[config.mk]
export PLATFORM = sky130hd
export DESIGN_NAME = wb_port_arbiter_flat
export DESIGN_NICKNAME = d
export VERILOG_FILES = /design/src/rtl/wb_arb_pkg.sv /design/src/rtl/wb_port_arbiter_if.sv /design/src/rtl/wb_fifo.sv /design/src/rtl/wb_port_arbiter.sv /design/src/flat_wrapper.sv
export SDC_FILE = /design/constraint.sdc
export NUM_CORES = 1
export LEC_CHECK = 0
export ABC_AREA = 1
export BUFFER_PORTS_ARGS = -buffer_cell sky130_fd_sc_hd__buf_2
export CORE_MARGIN = 5
export CORE_UTILIZATION = 30
export CTS_CLUSTER_SIZE = 40
export DETAILED_ROUTE_END_ITERATION = 10
export PLACE_DENSITY = 0.47
export SYNTH_ARGS = -nofsm -noshare
export SYNTH_HDL_FRONTEND = slang
export SYNTH_SLANG_ARGS = --single-unit
[constraint.sdc]
create_clock -name clk_i -period 3.5 [get_ports clk_i]
set_clock_uncertainty 0.2 [all_clocks]
set_input_delay 0.7 -clock clk_i [delete_from_list [all_inputs] [get_ports clk_i]]
set_output_delay 0.7 -clock clk_i [all_outputs]
set_load 0.05 [all_outputs]
[src/rtl/wb_arb_pkg.sv]
// Shared widths and the buffered write-back entry type for the write-port arbiter.
package wb_arb_pkg;
    localparam int REG_ADDR_W = 5;
    localparam int DATA_W     = 32;
    localparam int NUM_REGS   = 32;

    typedef struct packed {
        logic [REG_ADDR_W-1:0] addr;
        logic [DATA_W-1:0]     data;
    } wb_entry_t;
endpackage

[src/rtl/wb_port_arbiter_if.sv]
// Bundles the WB-stage, MDU, ID and register-file signals around the write-port arbiter.
interface wb_port_arbiter_if;
    import wb_arb_pkg::*;

    logic                  pipe_we_i;
    logic [REG_ADDR_W-1:0] pipe_addr_i;
    logic [DATA_W-1:0]     pipe_data_i;
    logic                  mdu_valid_i;
    logic [REG_ADDR_W-1:0] mdu_addr_i;
    logic [DATA_W-1:0]     mdu_data_i;
    logic                  mdu_ready_o;
    logic                  issue_i;
    logic [REG_ADDR_W-1:0] issue_addr_i;
    logic [REG_ADDR_W-1:0] rs_addr_i;
    logic [REG_ADDR_W-1:0] rt_addr_i;
    logic [REG_ADDR_W-1:0] rd_addr_i;
    logic                  stall_o;
    logic                  RegWrite_o;
    logic [REG_ADDR_W-1:0] RDaddr_o;
    logic [DATA_W-1:0]     RDdata_o;
    logic [NUM_REGS-1:0]   busy_o;
    logic                  err_o;

    modport slave (
        input  pipe_we_i, pipe_addr_i, pipe_data_i,
        input  mdu_valid_i, mdu_addr_i, mdu_data_i,
        input  issue_i, issue_addr_i, rs_addr_i, rt_addr_i, rd_addr_i,
        output mdu_ready_o, stall_o, RegWrite_o, RDaddr_o, RDdata_o, busy_o, err_o
    );

    modport master (
        output pipe_we_i, pipe_addr_i, pipe_data_i,
        output mdu_valid_i, mdu_addr_i, mdu_data_i,
        output issue_i, issue_addr_i, rs_addr_i, rt_addr_i, rd_addr_i,
        input  mdu_ready_o, stall_o, RegWrite_o, RDaddr_o, RDdata_o, busy_o, err_o
    );
endinterface

[src/rtl/wb_fifo.sv]
// DEPTH-entry synchronous FIFO of write-back entries; head visible the cycle after push.
// Pushes while full and pops while empty are ignored.
module wb_fifo
    import wb_arb_pkg::*;
#(
    parameter int DEPTH = 2,
    localparam int PTR_W = $clog2(DEPTH),
    localparam int CNT_W = PTR_W + 1
) (
    input  logic             clk_i,
    input  logic             rst_n_i,
    input  logic             push_i,
    input  wb_entry_t        push_dat_i,
    input  logic             pop_i,
    output wb_entry_t        head_o,
    output logic [CNT_W-1:0] count_o,
    output logic             empty_o,
    output logic             full_o
);
    wb_entry_t        mem [DEPTH];
    logic [PTR_W-1:0] wr_ptr_q, rd_ptr_q;
    logic [CNT_W-1:0] count_q;
    logic             do_push, do_pop;

    assign empty_o = (count_q == '0);
    assign full_o  = (count_q == CNT_W'(DEPTH));
    assign count_o = count_q;
    assign head_o  = mem[rd_ptr_q];
    assign do_push = push_i & ~full_o;
    assign do_pop  = pop_i & ~empty_o;

    always_ff @(posedge clk_i) begin
        if (do_push) mem[wr_ptr_q] <= push_dat_i;
    end

    // Power-of-two depth lets the pointers wrap on their own.
    always_ff @(posedge clk_i or negedge rst_n_i) begin
        if (!rst_n_i) begin
            wr_ptr_q <= '0;
            rd_ptr_q <= '0;
            count_q  <= '0;
        end else begin
            if (do_push) wr_ptr_q <= wr_ptr_q + PTR_W'(1);
            if (do_pop)  rd_ptr_q <= rd_ptr_q + PTR_W'(1);
            count_q <= count_q + CNT_W'(do_push) - CNT_W'(do_pop);
        end
    end
endmodule

[src/rtl/wb_port_arbiter.sv]
// Shares the register-file write port between WB (priority) and buffered MDU results; 1-cycle registered write.
// MDU back-pressured via mdu_ready_o when the buffer is full; ID frozen by stall_o. WB_ARB_CHECK_EN builds the protocol checker.
module wb_port_arbiter
    import wb_arb_pkg::*;
#(
    parameter int FIFO_DEPTH      = 2,
    parameter int MAX_OUTSTANDING = 4,
    parameter int STARVE_LIMIT    = 3
) (
    input logic               clk_i,
    input logic               rst_n_i,
    wb_port_arbiter_if.slave  bus
);
    localparam int CNT_W = $clog2(FIFO_DEPTH) + 1;
    localparam int OUT_W = 5;
    localparam int STV_W = $clog2(STARVE_LIMIT + 1);

    wb_entry_t            fifo_head, win;
    logic [CNT_W-1:0]     fifo_count;
    logic                 fifo_empty, fifo_full;
    logic                 push, pop, win_vld, starve;
    logic [NUM_REGS-1:0]  busy_q, busy_nxt;
    logic [OUT_W-1:0]     out_q, out_nxt;
    logic [STV_W-1:0]     starve_q;
    logic                 reg_we_q;
    logic [REG_ADDR_W-1:0] rd_addr_q;
    logic [DATA_W-1:0]    rd_data_q;

    assign push = bus.mdu_valid_i & ~fifo_full;
    assign bus.mdu_ready_o = (fifo_count < CNT_W'(FIFO_DEPTH));

    wb_fifo #(.DEPTH(FIFO_DEPTH)) u_fifo (
        .clk_i      (clk_i),
        .rst_n_i    (rst_n_i),
        .push_i     (push),
        .push_dat_i ('{addr: bus.mdu_addr_i, data: bus.mdu_data_i}),
        .pop_i      (pop),
        .head_o     (fifo_head),
        .count_o    (fifo_count),
        .empty_o    (fifo_empty),
        .full_o     (fifo_full)
    );

    always_comb begin
        win_vld  = bus.pipe_we_i | ~fifo_empty;
        pop      = ~bus.pipe_we_i & ~fifo_empty;
        win      = bus.pipe_we_i ? '{addr: bus.pipe_addr_i, data: bus.pipe_data_i} : fifo_head;

        // Clear before set so an issue to the register being retired keeps it busy.
        busy_nxt = busy_q;
        if (pop)         busy_nxt[fifo_head.addr]  = 1'b0;
        if (bus.issue_i) busy_nxt[bus.issue_addr_i] = 1'b1;
        busy_nxt[0] = 1'b0;

        out_nxt = out_q;
        if (bus.issue_i && !pop)                   out_nxt = out_q + OUT_W'(1);
        else if (!bus.issue_i && pop && out_q != '0) out_nxt = out_q - OUT_W'(1);
    end

    assign starve = (starve_q >= STV_W'(STARVE_LIMIT));

    assign bus.stall_o = busy_q[bus.rs_addr_i] | busy_q[bus.rt_addr_i] | busy_q[bus.rd_addr_i]
                       | (out_q == OUT_W'(MAX_OUTSTANDING)) | starve;

    always_ff @(posedge clk_i or negedge rst_n_i) begin
        if (!rst_n_i) begin
            busy_q    <= '0;
            out_q     <= '0;
            starve_q  <= '0;
            reg_we_q  <= 1'b0;
            rd_addr_q <= '0;
            rd_data_q <= '0;
        end else begin
            busy_q   <= busy_nxt;
            out_q    <= out_nxt;
            reg_we_q <= win_vld & (win.addr != '0);
            if (win_vld) begin
                rd_addr_q <= win.addr;
                rd_data_q <= win.data;
            end
            if (pop)
                starve_q <= '0;
            else if (bus.pipe_we_i && !fifo_empty && !starve)
                starve_q <= starve_q + STV_W'(1);
        end
    end

    assign bus.RegWrite_o = reg_we_q;
    assign bus.RDaddr_o   = rd_addr_q;
    assign bus.RDdata_o   = rd_data_q;
    assign bus.busy_o     = busy_q;

`ifdef WB_ARB_CHECK_EN
    logic err_q, proto_err;

    // A result to r0 is legal: issues to r0 are counted but never marked busy.
    assign proto_err = (bus.pipe_we_i & busy_q[bus.pipe_addr_i])
                     | (bus.mdu_valid_i & (bus.mdu_addr_i != '0) & ~busy_q[bus.mdu_addr_i])
                     | (bus.issue_i & bus.stall_o)
                     | (pop & (out_q == '0));

    always_ff @(posedge clk_i or negedge rst_n_i) begin
        if (!rst_n_i) begin
            err_q <= 1'b0;
        end else if (proto_err) begin
            err_q <= 1'b1;
            $error("wb_port_arbiter: write-port protocol violation");
        end
    end

    assign bus.err_o = err_q;
`else
    assign bus.err_o = 1'b0;
`endif
endmodule
[src/flat_wrapper.sv]
// flat-port wrapper written by rule: the top's interface ports become plain ports
module wb_port_arbiter_flat import wb_arb_pkg::*;
#(
    parameter int FIFO_DEPTH      = 2,
    parameter int MAX_OUTSTANDING = 4,
    parameter int STARVE_LIMIT    = 3
)
  (clk_i, rst_n_i, bus_pipe_we_i, bus_pipe_addr_i, bus_pipe_data_i, bus_mdu_valid_i, bus_mdu_addr_i, bus_mdu_data_i, bus_issue_i, bus_issue_addr_i, bus_rs_addr_i, bus_rt_addr_i, bus_rd_addr_i, bus_mdu_ready_o, bus_stall_o, bus_RegWrite_o, bus_RDaddr_o, bus_RDdata_o, bus_busy_o, bus_err_o);
  wb_port_arbiter_if bus_i ();
  input logic clk_i;
  input logic rst_n_i;
  input wire logic [$bits(bus_i.pipe_we_i)-1:0] bus_pipe_we_i;
  input wire logic [$bits(bus_i.pipe_addr_i)-1:0] bus_pipe_addr_i;
  input wire logic [$bits(bus_i.pipe_data_i)-1:0] bus_pipe_data_i;
  input wire logic [$bits(bus_i.mdu_valid_i)-1:0] bus_mdu_valid_i;
  input wire logic [$bits(bus_i.mdu_addr_i)-1:0] bus_mdu_addr_i;
  input wire logic [$bits(bus_i.mdu_data_i)-1:0] bus_mdu_data_i;
  input wire logic [$bits(bus_i.issue_i)-1:0] bus_issue_i;
  input wire logic [$bits(bus_i.issue_addr_i)-1:0] bus_issue_addr_i;
  input wire logic [$bits(bus_i.rs_addr_i)-1:0] bus_rs_addr_i;
  input wire logic [$bits(bus_i.rt_addr_i)-1:0] bus_rt_addr_i;
  input wire logic [$bits(bus_i.rd_addr_i)-1:0] bus_rd_addr_i;
  output wire logic [$bits(bus_i.mdu_ready_o)-1:0] bus_mdu_ready_o;
  output wire logic [$bits(bus_i.stall_o)-1:0] bus_stall_o;
  output wire logic [$bits(bus_i.RegWrite_o)-1:0] bus_RegWrite_o;
  output wire logic [$bits(bus_i.RDaddr_o)-1:0] bus_RDaddr_o;
  output wire logic [$bits(bus_i.RDdata_o)-1:0] bus_RDdata_o;
  output wire logic [$bits(bus_i.busy_o)-1:0] bus_busy_o;
  output wire logic [$bits(bus_i.err_o)-1:0] bus_err_o;
  assign bus_i.pipe_we_i = bus_pipe_we_i;
  assign bus_i.pipe_addr_i = bus_pipe_addr_i;
  assign bus_i.pipe_data_i = bus_pipe_data_i;
  assign bus_i.mdu_valid_i = bus_mdu_valid_i;
  assign bus_i.mdu_addr_i = bus_mdu_addr_i;
  assign bus_i.mdu_data_i = bus_mdu_data_i;
  assign bus_i.issue_i = bus_issue_i;
  assign bus_i.issue_addr_i = bus_issue_addr_i;
  assign bus_i.rs_addr_i = bus_rs_addr_i;
  assign bus_i.rt_addr_i = bus_rt_addr_i;
  assign bus_i.rd_addr_i = bus_rd_addr_i;
  assign bus_mdu_ready_o = bus_i.mdu_ready_o;
  assign bus_stall_o = bus_i.stall_o;
  assign bus_RegWrite_o = bus_i.RegWrite_o;
  assign bus_RDaddr_o = bus_i.RDaddr_o;
  assign bus_RDdata_o = bus_i.RDdata_o;
  assign bus_busy_o = bus_i.busy_o;
  assign bus_err_o = bus_i.err_o;
  wb_port_arbiter #(.FIFO_DEPTH(FIFO_DEPTH), .MAX_OUTSTANDING(MAX_OUTSTANDING), .STARVE_LIMIT(STARVE_LIMIT)) u_core (.clk_i(clk_i), .rst_n_i(rst_n_i), .bus(bus_i));
endmodule
==> results of run 1 <==
## cells by family after synthesis
kind of cell             after synthesis
flip-flops                           154
AO/OA/AOI/OAI                        144
AND/OR/NAND/NOR                      382
buffers and inverters                105
XOR/XNOR                               9
other                                  1
adder cells (fa/ha/maj)                8
## cell type report
cell class | instances | area, um2 | share of cell area (%)
timing repair buffer | 178 | 928.4 | 10.25
inverter | 69 | 260.3 | 2.873
clock buffer | 18 | 429.2 | 4.737
sequential | 154 | 4224 | 46.62
clock inverter | 14 | 160.2 | 1.768
multi-input combinational | 545 | 2653 | 29.28
tap | 324 | 405.4 | 4.475
## power breakdown
part	switching, mW	internal, mW	total [mW]
Clock	0.804	1.07	1.88
Combinational	2.90	0.907	3.81
Sequential	0.389	2.56	2.95
Total	4.10	4.54	8.63
## final timing paths
check / from / cells after the start / to
worst max-delay path: bus_rs_addr_i[1] / 9 / bus_stall_o
worst min-delay path: rst_n_i / 1 / u_core.bus.RDdata_o[16]$_DFFE_PN0P_
worst max register to register: u_core.u_fifo.count_o[1]$_DFF_PN0_ / 7 / u_core.u_fifo.count_o[1]$_DFF_PN0_
worst min register to register: u_core.bus.RDdata_o[23]$_DFFE_PN0P_ / 2 / u_core.bus.RDdata_o[23]$_DFFE_PN0P_
max in group asynchronous: rst_n_i / 2 / u_core.bus.busy_o[19]$_DFF_PN0_
min in group clk_i: bus_mdu_data_i[28] / 1 / u_core.u_fifo.mem[0][28]$_DFFE_PP_
## state kept, by name, summed over array words and instances (netlist names)
signal / count
u_core.bus.RDaddr_o: 5
u_core.bus.RDdata_o: 32
u_core.bus.busy_o: 31
u_core.starve_q: 2
u_core.u_fifo.mem: 74
u_core.u_fifo.rd_ptr_q: 1
u_core.out_q: 5
u_core.bus.RegWrite_o: 1
u_core.u_fifo.wr_ptr_q: 1
u_core.u_fifo.count_o: 2
## stage by stage
step | hold WS (ps) | power (mW)
after floorplan | 204.4 | 5.709
after global placement | 264.0 | 6.842
after detailed placement | 269.3 | 6.837
after CTS | 23.73 | 8.741
after global routing | 27.57 | 9.180
final | 17.84 | 8.635
## layout by cell type, fill, tap and decap left out, types with 28 or more instances in the layout
cell type and n:
nand3_1 94, buf_2 168, inv_1 59, dfrtp_1 80, o21ai_0 62, nand2_1 223, o21ai_1 28, a21oi_1 31
edfxtp_1 74, nor2_1 42
## critical path: cells and delay by family
family	cells	cell delay [ps]
simple gates	5	460
compound gates	1	130
buf+inv	3	740
## routing by layer
metal | up-vias | GRT usage (%) | routed length, um
met5 | - | 0 | 56
met4 | 10 | 3.730 | 219
met3 | 27 | 4.832 | 1293
met2 | 185 | 26.31 | 10730
met1 | 2951 | 20.75 | 10060
li1 | 3024 | - | -
==> flow_metrics.py, run 1 <==
metrics = {
    "status": {
        "status": "completed",
    },
    "yosys": {
        "synthArstFlopShare_pct": 51.95,
        "synth_cells": 803,
        "ys_ff_latch": 154,
        "synth.top_cell.area_share_pct": 30.39,
        "synth.area.mux_share_pct": 0,
        "synth_edf_count": 74,
        "ys.flop_type": "dfrtp_1",
        "yosys_warnings": 0,
        "syn_area_per_cell_um2": 9.106,
        "synth_top_family_by_area": "simple AND/OR/NAND/NOR gates",
        "yosysTopAreaCell": "edfxtp_1",
        "synth.distinct_cells": 36,
        "syn_area_um2": 7312,
        "synth_xor_area_share_pct": 1.078,
        "ys_seq_area_share_pct": 57.77,
        "synth_fa_ha_area_share_pct": 1.472,
        "synth_simple_gate_area_share_pct": 22.38,
        "yosys-top-cells-count": "nand2_1, nand3_1, dfrtp_1",
        "synth_area_leaders": "edfxtp_1, dfrtp_1, nand2_1",
        "post-synth-top-count-cell": "nand2_1",
        "synth-compound-area-share_pct": 10.93,
    },
    "placement": {
        "placed_area_um2": 8471,
        "dp.cells": 1270,
        "dp_hpwl_mm": 15.87,
        "gp_congestion": 0.8811,
        "port_buffers": 169,
        "place_ws_ps": 553.0,
    },
    "sta": {
        "drv_slew": 0,
        "fmax_mhz": 340.4,
        "setup_viol": 0,
        "period_share_pct": 83.94,
        "tightest_slew_ps": 1034,
        "rsz0062_at_grt": "no",
        "setup_slack_ps": 562.2,
        "timing.final.hold_violations": 0,
        "layout_min_cycle_time_ps": 2938,
        "relSlewSlack_pct": 30.33,
        "tns_ps": 0,
    },
    "die": {
        "die_x_um": 166.1,
        "dieArea_um2": 27600,
        "start_util_pct": 30.24,
        "fp.coreArea_um2": 24180,
        "dieHeight_um": 166.1,
        "row_count": 57,
        "ios": 172,
    },
    "global_routing": {
        "gr-total-overflow": 0,
        "antenna_found_initial": 5,
        "grt_usage_pct": 15.95,
        "grt_pass1_wl_mm": 34.91,
        "grt_max_degree": 58,
        "grt_pass1_vias": 6019,
    },
    "detailed_routing": {
        "drc": 0,
        "wl_per_cell_um": 17.17,
        "ant_nets": 0,
        "vias": 6197,
        "viasPerCell": 4.760,
        "wl_mm": 22.36,
        "drt_iter0_drc": 504,
        "drtPass1Iterations": 5,
    },
    "clock_tree": {
        "cts_hold_buf": 0,
        "post-cts-setup-buffers": 0,
        "cts-buffers-inserted": 17,
        "htreeDepth": 4,
        "tritoncts": "built",
        "cts_resized": 0,
        "clk_path_buf_depth": 2,
        "clk_pin_slew_worst_paths_ps": 70,
        "clkLatencyLatePin_ps": 420,
        "cts_root_buffer": "clkbuf_16",
        "cts.sinks": 154,
    },
    "power": {
        "ir_drop_v": 0.0003554,
        "powerDensity_nw_per_um2": 953.1,
        "p_leak_nw": 4.054,
    },
    "run": {
        "cap_violations": 0,
    },
    "critical_path": {
        "slowest_stage": "inv_1",
        "cp.required_ps": 2600,
        "path_cells": "buf_2 > inv_1 > nand3_1 > nand3_1 > nand3_1 > a21oi_1 > nor2_1 > nand2_1 > buf_2",
        "r2r_setup_slack_ps": 1100,
        "cp_common_cell": "nand3_1",
        "cp.arrival_ps": 2040,
        "critPathKind": "in -> out",
        "cp-end-kind": "output pin",
        "crit_path_max_fanout": 9,
        "startpoint_type": "input pin",
        "cpPeakStageDelay_ps": 310,
    },
    "finish": {
        "layout-drive-gt1-share_pct": 24.13,
        "nFillCells": 2493,
        "syn2layout_area_growth_pct": 23.90,
        "nets": 1072,
        "postLayoutCellArea_um2": 9060,
        "num_antenna_cells": 0,
        "final_util_pct": 37.47,
        "final_cells": 1302,
    },
    "min_path": {
        "hp-class": "in -> async",
    },
}
(Power assumes the default switching activity.)
==> run 2, diff against run 1 <==
--- a/config.mk
+++ b/config.mk
@@ -11,7 +11,7 @@
 export CORE_UTILIZATION = 30
 export CTS_CLUSTER_SIZE = 40
 export DETAILED_ROUTE_END_ITERATION = 10
-export PLACE_DENSITY = 0.47
+export PLACE_DENSITY = 0.48
 export SYNTH_ARGS = -nofsm -noshare
 export SYNTH_HDL_FRONTEND = slang
 export SYNTH_SLANG_ARGS = --single-unit
==> constraint.sdc (replaced) <==
create_clock -name clk_i -period 2.5 [get_ports clk_i]
set_clock_uncertainty 0.2 [all_clocks]
set_input_delay 0.5 -clock clk_i [delete_from_list [all_inputs] [get_ports clk_i]]
set_output_delay 0.5 -clock clk_i [all_outputs]
set_load 0.05 [all_outputs]
==> flow_metrics.py, run 2 (synthesis results as in run 1) <==
metrics = {
    "status": {
        "status": "completed",
    },
    "critical_path": {
        "cpPeakStageDelay_ps": 420,
        "critPathKind": "reg -> out",
        "r2r-start": "u_core.u_fifo.count_o[1]$_DFF_PN0_",
        "cp.buffers_inverters": 3,
        "cp.arrival_ps": 1750,
        "crit_path_max_fanout": 3,
        "cp_common_cell": "nand2_1",
        "worstRegToRegCells": 11,
        "r2r_setup_slack_ps": 190,
        "cp.required_ps": 1800,
        "cp-end-kind": "output pin",
        "path_cells": "inv_2 > buf_4 > nand2_1 > nand3_1 > nand3_1 > nand3_1 > nand2_1 > nand2_1 > nand2_1 > nor2_1 > nand2_1 > buf_6",
        "slowest_stage": "dfrtp_1",
        "rr_endpoint": "u_core.out_q[4]$_DFFE_PN0P_",
        "critPathTopFamily": "simple AND/OR/NAND/NOR gates",
        "startpoint_type": "flop",
    },
    "finish": {
        "largest_reg_flops": 74,
        "layout-drive-gt1-share_pct": 31.05,
        "nFillCells": 2486,
        "mostFrequentLayoutCell": "nand2_1",
        "nets": 1118,
        "postLayoutCellArea_um2": 9532,
        "final_cell_mix": "nand2_1, buf_2, nand3_1",
        "top_register": "u_core.u_fifo.mem",
        "num_antenna_cells": 0,
        "final_cells": 1348,
        "syn2layout_area_growth_pct": 30.36,
    },
    "clock_tree": {
        "tritoncts": "built",
        "clk_pin_slew_worst_paths_ps": 70,
        "cts.sinks": 154,
        "cts_root_buffer": "clkbuf_16",
        "clkLatencyLatePin_ps": 430,
        "cts-buffers-inserted": 17,
        "clk_path_buf_depth": 2,
        "htreeDepth": 4,
    },
    "detailed_routing": {
        "drc": 0,
        "ant_nets": 0,
        "drt_iter0_drc": 517,
        "drtPass1Iterations": 5,
        "wl_per_cell_um": 16.79,
        "vias": 6427,
        "viasPerCell": 4.768,
        "wl_mm": 22.63,
    },
    "power": {
        "p_seq_share_pct": 32.6,
        "netSwitchingFraction_pct": 47.19,
        "p_comb_share_pct": 46.5,
        "p_leak_nw": 4.295,
        "ir_drop_v": 0.0006981,
        "powerDensity_nw_per_um2": 1336,
        "p_sw_mw": 6.007,
        "total_power_mw": 12.73,
        "clock_power_share_pct": 20.9,
        "intPower_mw": 6.724,
    },
    "global_routing": {
        "grt_usage_pct": 16.31,
        "grt_max_degree": 58,
        "antenna_found_initial": 6,
        "gr-total-overflow": 0,
        "grt_pass1_wl_mm": 35.55,
        "grt_pass1_vias": 6234,
    },
    "placement": {
        "place_ws_ps": 54.89,
        "gp_congestion": 0.8646,
        "dp_hpwl_mm": 16.11,
        "placed_area_um2": 8618,
        "dp.cells": 1283,
        "port_buffers": 169,
    },
    "sta": {
        "period_share_pct": 98.19,
        "relSlewSlack_pct": 59.84,
        "setup_slack_ps": 45.25,
        "tightest_slew_ps": 602.4,
        "rsz0062_at_grt": "yes",
        "timing.final.hold_violations": 0,
        "setup_viol": 0,
        "tns_ps": 0,
        "fmax_mhz": 407.4,
        "drv_slew": 0,
        "layout_min_cycle_time_ps": 2455,
    },
    "min_path": {
        "hold_end": "u_core.u_fifo.mem[0][10]$_DFFE_PP_",
        "hold_depth": 1,
        "min_from": "bus_mdu_data_i[10]",
        "hp-class": "in -> reg",
    },
    "die": {
        "dieArea_um2": 27600,
        "row_count": 57,
        "die_x_um": 166.1,
        "ios": 172,
        "dieHeight_um": 166.1,
        "fp.coreArea_um2": 24180,
        "start_util_pct": 30.24,
    },
    "run": {
        "cap_violations": 0,
    },
}
-- run 2: cell types whose count changed in the layout (fill, tap and decap cells not counted), sizes merged --
| cell | delta |
|---|---|
| buf | +45 |
| clkinv | +3 |
| bufinv | -1 |
| clkbuf | -1 |
| clkinvlp | -1 |
| dlygate4sd3 | +1 |
-- run 2: power by group through the flow --
stage | Combinational, mW | Clock, mW | Sequential (mW)
5_1_grt | 6.46 | 2.85 | 4.23
3_5_place_dp | 5.48 | 0 | 4.20
4_1_cts | 5.61 | 2.72 | 4.14
3_3_place_gp | 5.46 | 0 | 4.21
2_1_floorplan | 2.20 | 0 | 5.79
6_report | 5.92 | 2.66 | 4.15
-- run 2: per-layer routing --
| layer | routed length (um) | GRT usage [%] | vias up | part of all wire (%) |
|---|---|---|---|---|
| met4 | 295 | 4.017 | 12 | 1.3 |
| met3 | 1662 | 5.237 | 34 | 7.3 |
| li1 | - | - | 3130 | - |
| met2 | 10690 | 26.83 | 200 | 47 |
| met5 | 65 | 0 | - | 0.29 |
| met1 | 9915 | 20.99 | 3051 | 44 |
-- run 2: layout make-up --
class,instances,area (um2),share of cell area (%)
flip-flops and latches,154,4224,44.32
multi-input cells,545,2688,28.20
repair buffers,224,1333,13.98
clock buffers,17,425.4,4.463
well taps,324,405.4,4.253
inverters,69,260.3,2.730
clock inverters,15,196.4,2.061
-- run 2: metrics by stage --
| stage | hold slack [ps] | util, % |
|---|---|---|
| final | 54.65 | 39.42 |
| after global routing | 28.06 | 39.42 |
| after CTS | 31.86 | 38.46 |
| after detailed placement | 270.9 | 35.65 |
| after global placement | 261.8 | 35.65 |
| after floorplan | 4.409 | - |
-- run 2: how the worst max path moves through the flow --
| stage | cells past startpoint | endpoint | slack (ps) | from |
|---|---|---|---|---|
| final | 12 | bus_stall_o | 50 | u_core.bus.busy_o[3]$_DFF_PN0_ |
| after global routing | 11 | bus_stall_o | -60 | u_core.bus.busy_o[23]$_DFF_PN0_ |
| after CTS | 11 | bus_stall_o | 1 | u_core.bus.busy_o[14]$_DFF_PN0_ |
| after detailed placement | 11 | u_core.out_q[4]$_DFFE_PN0P_ | 50 | u_core.u_fifo.count_o[1]$_DFF_PN0_ |
| after global placement | 11 | u_core.out_q[4]$_DFFE_PN0P_ | 50 | u_core.u_fifo.count_o[0]$_DFF_PN0_ |
| after floorplan | 3 | u_core.u_fifo.mem[0][0]$_DFFE_PP_ | -160 | u_core.u_fifo.count_o[1]$_DFF_PN0_ |
-- run 2: timing repair --
action | CTS | global route
hold buffers | 1 | 0
pin swaps | 0 | 17
gates resized for setup | 6 | 33
endpoints found under the hold margin | 39 | 0
buffers inserted | 6 | 26
setup endpoints to repair | 1 | 2
==> run 3, diff against run 2 <==
--- a/config.mk
+++ b/config.mk
@@ -9,9 +9,12 @@
 export BUFFER_PORTS_ARGS = -buffer_cell sky130_fd_sc_hd__buf_2
 export CORE_MARGIN = 5
 export CORE_UTILIZATION = 30
+export CTS_CLUSTER_DIAMETER = 80
 export CTS_CLUSTER_SIZE = 40
 export DETAILED_ROUTE_END_ITERATION = 10
+export MAX_ROUTING_LAYER = met4
 export PLACE_DENSITY = 0.48
+export RECOVER_POWER = 100
 export SYNTH_ARGS = -nofsm -noshare
 export SYNTH_HDL_FRONTEND = slang
 export SYNTH_SLANG_ARGS = --single-unit
==> flow_metrics.py, run 3 (synthesis results as in run 1) <==
metrics = {
    "status": {
        "status": "completed",
    },
    "finish": {
        "final_cell_mix": "nand2_1, nand3_1, clkbuf_1",
        "largest_reg_flops": 74,
        "syn2layout_area_growth_pct": 24.45,
        "top_register": "u_core.u_fifo.mem",
        "postLayoutCellArea_um2": 9100,
        "seqCellArea_um2": 4224,
        "layout-drive-gt1-share_pct": 18.05,
        "nets": 1091,
        "nFillCells": 2539,
        "mostFrequentLayoutCell": "nand2_1",
        "multi_input_area_um2": 2635,
    },
    "detailed_routing": {
        "wl_per_cell_um": 17.01,
        "wl_mm": 22.60,
        "drtPass1Iterations": 5,
        "ant_nets": 0,
        "drc": 0,
        "viasPerCell": 4.727,
        "vias": 6282,
        "drt_iter0_drc": 529,
    },
    "sta": {
        "tns_ps": 0,
        "setup_slack_ps": 66.67,
        "rsz0062_at_grt": "yes",
        "relSlewSlack_pct": 17.48,
        "tightest_slew_ps": 1238,
        "whs_ps": 59.51,
        "timing.final.hold_violations": 0,
        "setup_viol": 0,
        "period_share_pct": 97.33,
        "layout_min_cycle_time_ps": 2433,
        "fmax_mhz": 411.0,
        "drv_slew": 0,
    },
    "critical_path": {
        "cp_common_cell": "nand2_1",
        "path_cells": "inv_1 > nand2_1 > nand3_1 > nand3_1 > nand3_1 > nand2_1 > nand2_1 > nand2_1 > nor2_1 > nand2_1 > buf_6",
        "worstRegToRegCells": 8,
        "cp.required_ps": 1800,
        "cpPeakStageDelay_ps": 430,
        "critPathKind": "reg -> out",
        "critPathTopFamily": "simple AND/OR/NAND/NOR gates",
        "worstSetupPathDepth": 11,
        "slowest_stage": "dfrtp_1",
        "cp.arrival_ps": 1730,
        "cp-startpoint": "u_core.bus.busy_o[4]$_DFF_PN0_",
        "r2r-start": "u_core.u_fifo.count_o[0]$_DFF_PN0_",
        "startpoint_type": "flop",
        "cp.buffers_inverters": 2,
        "crit_path_max_fanout": 3,
        "cp-end-kind": "output pin",
        "r2r_setup_slack_ps": 150,
    },
    "die": {
        "dieHeight_um": 166.1,
        "row_count": 57,
        "ios": 172,
        "fp.coreArea_um2": 24180,
        "die_x_um": 166.1,
        "start_util_pct": 30.24,
        "dieArea_um2": 27600,
    },
    "clock_tree": {
        "cts_root_buffer": "clkbuf_16",
        "clk_pin_slew_worst_paths_ps": 70,
        "cts-buffers-inserted": 17,
        "clkLatencyLatePin_ps": 420,
        "htreeDepth": 4,
        "cts.sinks": 154,
        "clk_path_buf_depth": 2,
        "tritoncts": "built",
    },
    "min_path": {
        "min_from": "bus_mdu_data_i[6]",
        "hp-class": "in -> reg",
        "hold_depth": 1,
    },
    "global_routing": {
        "grt_usage_pct": 16.70,
        "grt_max_degree": 58,
        "grt_pass1_vias": 6301,
        "gr-total-overflow": 0,
        "grt_pass1_wl_mm": 35.44,
        "antenna_found_initial": 6,
    },
    "placement": {
        "place_ws_ps": 75.39,
        "port_buffers": 169,
        "placed_area_um2": 8596,
        "dp_hpwl_mm": 16.19,
        "gp_congestion": 0.9056,
    },
    "run": {
        "cap_violations": 0,
    },
    "power": {
        "total_power_mw": 12.05,
        "p_leak_nw": 3.859,
        "powerDensity_nw_per_um2": 1324,
        "ir_drop_v": 0.0005427,
    },
}
## run 3: cell count changes in the layout (fill, tap and decap cells not counted), moves of 7 or more
cell,change
nand3_2,-7
o21ai_1,-11
clkbuf_1,+90
diode_2,+8
buf_4,-31
nand3_1,+7
inv_1,+8
inv_2,-8
o21ai_0,+11
buf_2,-89
## run 3: metrics by stage
step | instances | utilization (%)
3_5_place_dp | 1280 | 35.55
2_1_floorplan | 804 | -
6_report | 1329 | 37.64
4_1_cts | 1313 | 38.02
5_1_grt | 1327 | 37.62
3_3_place_gp | 1280 | 35.55
## run 3: area by class of cell
type | count | share of cell area (%)
flip-flops and latches | 154 | 46.42
multi-input cells | 545 | 28.96
repair buffers | 197 | 10.68
clock buffers | 17 | 4.675
well taps | 324 | 4.455
inverters | 69 | 2.860
clock inverters | 15 | 1.732
diodes | 8 | 0.2200
## run 3: final timing paths
| path | endpoint |
|---|---|
| worst max-delay path | bus_stall_o |
| worst min-delay path | u_core.u_fifo.mem[0][6]$_DFFE_PP_ |
| worst max register to register | u_core.bus.busy_o[5]$_DFF_PN0_ |
| worst min register to register | u_core.bus.RDdata_o[7]$_DFFE_PN0P_ |
| max in group asynchronous | u_core.bus.RDdata_o[28]$_DFFE_PN0P_ |
| min in group asynchronous | u_core.bus.RDdata_o[23]$_DFFE_PN0P_ |
## run 3: power breakdown
| group | internal (mW) | switching, mW | leakage [nW] |
|---|---|---|---|
| registers | 3.59 | 0.578 | 1.65 |
| logic | 1.23 | 4.11 | 1.93 |
| clock network | 1.41 | 1.14 | 0.285 |
## run 3: what timing repair did
action                     4_1_cts  5_1_grt
buffers inserted                 0        8
hold endpoints to repair        17        0
resized for setup                5       21
setup endpoints to repair        1        2
hold buffers                     1        0
pin swaps                        0        1
## run 3: layer usage
metal	global-route usage, %	part of all wire (%)
met4	3.802	1.2
met3	4.737	6.7
met1	21.22	44
met2	26.72	48
met5	-	0
